## src/rtl/tx_queue_scheduler.sv

```systemverilog
`default_nettype none
// ============================================================================
// Module   : tx_queue_scheduler
// Purpose  : Round-robin scheduler that hands the single tx MAC engine to one
//            of four tx queues, with per-queue burst limiting, a busy-timeout
//            abort and optional per-queue completed-frame counters.
// Ports    : clk         - sole clock, all logic on posedge
//            reset_n     - asynchronous active-low reset
//            req[3:0]    - level request per queue (queue holds a full frame)
//            grant[3:0]  - one-hot engine owner, zero when idle
//            eng_start   - one-cycle launch pulse for queue eng_sel
//            eng_sel     - granted queue index, held until release
//            eng_done    - end-of-frame pulse from the engine (BUSY only)
//            eng_abort   - one-cycle abort pulse on timeout
//            timeout_err - sticky timeout flag, cleared by err_clr
//            err_clr     - synchronous clear of timeout_err (set wins)
//            frames_sent - 4x32 completed-frame counters, queue i at
//                          [32i+31:32i] (only with TX_SCHED_STATS_EN)
// Config   : define TX_SCHED_STATS_EN to build the frame counters.
// Revision : 1.0 - initial release
// ============================================================================
module tx_queue_scheduler #(
  parameter int BURST_MAX = 4,
  parameter int TIMEOUT   = 4096
) (
  input  logic         clk,
  input  logic         reset_n,
  input  logic [3:0]   req,
  output logic [3:0]   grant,
  output logic         eng_start,
  output logic [1:0]   eng_sel,
  input  logic         eng_done,
  output logic         eng_abort,
  output logic         timeout_err,
  input  logic         err_clr
`ifdef TX_SCHED_STATS_EN
  ,
  output logic [127:0] frames_sent
`endif
);

  localparam int            TW         = $clog2(TIMEOUT + 1);
  localparam int            BW         = $clog2(BURST_MAX + 1);
  localparam logic [TW-1:0] TIMER_LAST = TW'(TIMEOUT - 1);
  localparam logic [BW-1:0] BURST_LIM  = BW'(BURST_MAX);

  typedef enum logic [1:0] {
    ST_IDLE  = 2'd0,
    ST_START = 2'd1,
    ST_BUSY  = 2'd2
  } state_t;

  state_t        state_q, state_d;
  logic [3:0]    grant_q, grant_d;
  logic          eng_start_q, eng_start_d;
  logic [1:0]    eng_sel_q, eng_sel_d;
  logic          eng_abort_q, eng_abort_d;
  logic          timeout_err_q, timeout_err_d;
  logic [TW-1:0] timer_q, timer_d;
  logic [BW-1:0] burst_cnt_q, burst_cnt_d;
  logic [1:0]    last_q_q, last_q_d;

  logic          keep_last;
  logic [1:0]    rr_pick;
  logic [1:0]    pick;
  logic          err_set;

  // Arbitration. burst_cnt of zero only occurs straight after reset and means
  // "no history", so the search then starts at last_q+1 = queue 0. The
  // descending loop lets the nearest requester after last_q win; offset 4
  // wraps back to last_q itself, covering the sole-requester re-grant.
  always_comb begin
    keep_last = req[last_q_q] && (burst_cnt_q != '0) && (burst_cnt_q < BURST_LIM);
    rr_pick   = last_q_q;
    for (int k = 4; k >= 1; k--) begin
      if (req[last_q_q + 2'(k)]) begin
        rr_pick = last_q_q + 2'(k);
      end
    end
    pick = keep_last ? last_q_q : rr_pick;
  end

  always_comb begin
    state_d     = state_q;
    grant_d     = grant_q;
    eng_start_d = 1'b0;
    eng_sel_d   = eng_sel_q;
    eng_abort_d = 1'b0;
    timer_d     = timer_q;
    burst_cnt_d = burst_cnt_q;
    last_q_d    = last_q_q;
    err_set     = 1'b0;

    case (state_q)
      ST_IDLE: begin
        grant_d = '0;
        timer_d = '0;
        if (|req) begin
          state_d     = ST_START;
          eng_start_d = 1'b1;
          eng_sel_d   = pick;
          grant_d     = 4'b0001 << pick;
          // Re-granting last_q without the burst keep means a fresh burst;
          // zero here so the completion increment lands on 1.
          if (!keep_last && (pick == last_q_q)) begin
            burst_cnt_d = '0;
          end
        end
      end

      ST_START: begin
        timer_d = timer_q + TW'(1);
        state_d = ST_BUSY;
      end

      ST_BUSY: begin
        if (eng_done) begin
          // Completion has priority over a timeout in the same cycle.
          state_d     = ST_IDLE;
          grant_d     = '0;
          last_q_d    = eng_sel_q;
          burst_cnt_d = (eng_sel_q == last_q_q) ? burst_cnt_q + BW'(1) : BW'(1);
        end else if (timer_q == TIMER_LAST) begin
          // Saturated burst count forces rotation away from the stuck queue.
          state_d     = ST_IDLE;
          grant_d     = '0;
          eng_abort_d = 1'b1;
          err_set     = 1'b1;
          last_q_d    = eng_sel_q;
          burst_cnt_d = BURST_LIM;
        end else begin
          timer_d = timer_q + TW'(1);
        end
      end

      default: begin
        state_d = ST_IDLE;
        grant_d = '0;
      end
    endcase

    timeout_err_d = err_set ? 1'b1 : (err_clr ? 1'b0 : timeout_err_q);
  end

  always_ff @(posedge clk or negedge reset_n) begin
    if (!reset_n) begin
      state_q       <= ST_IDLE;
      grant_q       <= '0;
      eng_start_q   <= 1'b0;
      eng_sel_q     <= '0;
      eng_abort_q   <= 1'b0;
      timeout_err_q <= 1'b0;
      timer_q       <= '0;
      burst_cnt_q   <= '0;
      last_q_q      <= 2'd3;
    end else begin
      state_q       <= state_d;
      grant_q       <= grant_d;
      eng_start_q   <= eng_start_d;
      eng_sel_q     <= eng_sel_d;
      eng_abort_q   <= eng_abort_d;
      timeout_err_q <= timeout_err_d;
      timer_q       <= timer_d;
      burst_cnt_q   <= burst_cnt_d;
      last_q_q      <= last_q_d;
    end
  end

  assign grant       = grant_q;
  assign eng_start   = eng_start_q;
  assign eng_sel     = eng_sel_q;
  assign eng_abort   = eng_abort_q;
  assign timeout_err = timeout_err_q;

`ifdef TX_SCHED_STATS_EN
  logic [31:0] cnt_q [4];
  logic [31:0] cnt_d [4];

  always_comb begin
    cnt_d = cnt_q;
    if ((state_q == ST_BUSY) && eng_done) begin
      cnt_d[eng_sel_q] = cnt_q[eng_sel_q] + 32'd1;
    end
  end

  always_ff @(posedge clk or negedge reset_n) begin
    if (!reset_n) begin
      for (int i = 0; i < 4; i++) begin
        cnt_q[i] <= '0;
      end
    end else begin
      cnt_q <= cnt_d;
    end
  end

  assign frames_sent = {cnt_q[3], cnt_q[2], cnt_q[1], cnt_q[0]};
`endif

endmodule
`default_nettype wire

```

## config.mk

```make
export PLATFORM = sky130hd
export DESIGN_NAME = tx_queue_scheduler
export DESIGN_NICKNAME = d
export VERILOG_FILES = /design/src/rtl/tx_queue_scheduler.sv
export SDC_FILE = /design/constraint.sdc
export NUM_CORES = 1
export LEC_CHECK = 0
export CAP_MARGIN = 20
export CORE_MARGIN = 2
export CORE_UTILIZATION = 48
export DETAILED_ROUTE_END_ITERATION = 16
export PLACE_DENSITY = 0.67
export SLEW_MARGIN = 20
export SYNTH_ARGS = -nofsm -noshare
export SYNTH_HDL_FRONTEND = slang
export SYNTH_SLANG_ARGS = --single-unit
```

## constraint.sdc

```tcl
create_clock -name clk -period 1.9 [get_ports clk]
set_clock_uncertainty 0.1 [all_clocks]
set_input_delay 0.57 -clock clk [delete_from_list [all_inputs] [get_ports clk]]
set_output_delay 0.57 -clock clk [all_outputs]
set_load 0.05 [all_outputs]
```

==> run metrics <==
status=complete, but fails checks; failing checks=negative setup slack; Top FF cell, synth=dfrtp_1; CTS tree=built; Area growth syn-to-layout=62.3%; nets=284; Netlist cell types=48; TNS Setup=-2260 ps; setup violators final=18; total power draw=3.99 mW; Clk pwr share=12.6%; Crit Path Class=flop to flop; GRT Overall Usage=27.4%; vias in the first global route=1871; global-route wire length before repair=8.77 mm; ANT nets after route=0; yosys warns=0; leakage power=1.37 nW; area share of the largest cell type after synthesis=37.7%; CP Launch Type=flop; final setup margin=-223 ps; Sequential Power Share=24.1%; routed vias/inst=5.71; WL final=5.64 mm; Worst slew margin=77.7%; cells after synthesis=197; # rows=22; Area contributors post-synth=dfrtp_1, nand2_1, ha_1; Final Util=80.1%; Mapped Area=1790 sq um; fmax=0.471 GHz; GPL Wtd Cong=0.892; worst hold slack=452 ps; Clock Path Buffers=2; clock root cell=clkbuf_8; Yosys top cell by area=dfrtp_1; clk sinks=29; Gate power share=63.2%; fillers=235; crit path time final=2120 ps; cts hold-fix bufs=0; largest net degree at the start of global routing=30; # diodes=0; commonest non-fill, non-tap cell in the layout=buf_4; Internal Pwr Total=2.26 mW; Initial DRC Count=178; Place WS=-656 ps; via count=1810; Die Span Y=65.1 microns; grt ovf=0; Critical Path AT=2190 ps; period utilization=112%; Clock transition at path regs=70 ps; CP required=1970 ps; Max Cap Viol=0; die boundary width=65.1 microns; Max VDD drop=0.711 mV; antenna violations before repair=0; Initial Util=49.4%; total CTS buffers=5; worst slew pin tran=332 ps; die area=4240 sq um; Switching Fraction=43.4%; htree depth=2; Post-synth EDFFs=0; Worst-Skew Late Latency=280 ps; IO Count=17; core area=3630 sq um; Port Buffers=16; pwr dens=1370 nW/um^2; CP Max Fanout=4; Final Hold Violating Endpoints=0; Final HPWL DP=3.29 mm; synthesized flop and latch total=29; Hold Crit Class=flop to flop; Synth Area per Inst=9.11 sq um; RSZ-0062 raised after global routing=yes; Setup crit end kind=flop; sequential area share after synthesis=40.6%; max-slew violations=0; share of layout cells above drive strength 1=48.7%; syn nets=213; asr flop ratio synth=100%; First-pass DRT Iterations=4; post-DR wirelength/cell=17.8 microns; DRC=0; Psw=1.73 mW; most frequent cells in the layout=buf_4, dfrtp_1, nand2_1
## state kept, by name (all words and copies together) (netlist names)
register	cells
burst_cnt_q	3
eng_abort	1
eng_sel	2
eng_start	1
grant	4
last_q_q	2
state_q	2
timeout_err	1
timer_q	13
## repair_timing
| action | in CTS | in global routing |
|---|---|---|
| gates resized for setup | 42 | 33 |
| gates cloned | 1 | 0 |
| pin swaps | 15 | 13 |
| endpoints found under the setup margin | 20 | 23 |
| buffers inserted | 10 | 5 |
## worst max-delay path, cell delays in order, from the launching register on
cell and delay, ps:
dfrtp_1 400, nand4b_1 270, o41ai_4 420, a21o_2 240, buf_6 120, nor2_2 30
mux2_4 250, a22o_1 170
## layer usage
metal	wire length, microns	global-route usage (%)
met5	0	0
met3	173	5.31
met2	3160	49.9
met1	2220	31.9
met4	80	10.2
## logic make-up (layout without fill, tap and decap cells)
| group | Yosys count | in the layout | synth area share, % |
|---|---|---|---|
| fa+ha+maj | 8 | 8 | 5.58 |
| flops | 29 | 29 | 40.6 |
| mux | 7 | 7 | 4.18 |
| compound gates | 43 | 43 | 18.3 |
| xor+xnor | 4 | 4 | 1.95 |
| buf+inv | 20 | 92 | 4.67 |
| simple gates | 86 | 86 | 24.8 |
## stage by stage
stage,cell area (sq um),instances
6_report,2910,317
5_1_grt,2910,317
4_1_cts,2760,313
3_5_place_dp,2430,294
3_3_place_gp,2430,294
2_1_floorplan,1850,197
## synthesized netlist by cell type (2+ instances only)
cell and instances:
nand2_1 28, dfrtp_1 27, nor2_1 14, inv_1 12
nand3_1 12, ha_1 8, o21ai_0 8, nand2b_1 6
a22o_1 5, nor3_1 5, a21o_1 4, a21oi_1 4
buf_2 4, mux2_2 4, nand3b_1 4, o221ai_1 4
o31ai_1 4, mux2i_1 3, or3_1 3, xor2_1 3
a211oi_1 2, and4_1 2, clkbuf_1 2, dfstp_2 2
nand4_1 2, o21a_1 2, or4b_2 2
## power groups by stage
stage	Clock [mW]	Combinational [mW]	Sequential, mW
2_1_floorplan	0	0.986	1.07
3_3_place_gp	0	1.77	0.931
3_5_place_dp	0	1.83	0.945
4_1_cts	0.513	2.21	0.944
5_1_grt	0.546	2.67	0.978
6_report	0.503	2.52	0.962
## area by class of cell
type | count | area [sq um] | share of cell area [%]
inverter | 12 | 45.0 | 1.55
timing repair buffer | 72 | 714 | 24.5
multi-input combinational | 148 | 1280 | 43.9
tap | 48 | 60.1 | 2.06
clock inverter | 3 | 17.5 | 0.602
sequential | 29 | 728 | 25.0
clock buffer | 5 | 68.8 | 2.36
## path summary, 6_finish.rpt
check / startpoint / endpoint / slack (ps) / depth (start not counted)
worst max register to register: timer_q[12] / timer_q[6] / -220 / 7
worst max-delay path: timer_q[12] / timer_q[6] / -220 / 7
max in group asynchronous: reset_n / last_q_q[1] / 930 / 2
min in group asynchronous: reset_n / eng_sel[0] / 540 / 2
worst min register to register: timeout_err / timeout_err / 450 / 1
worst min-delay path: timeout_err / timeout_err / 450 / 1
No activity file was read; power rests on OpenSTA's default activity.
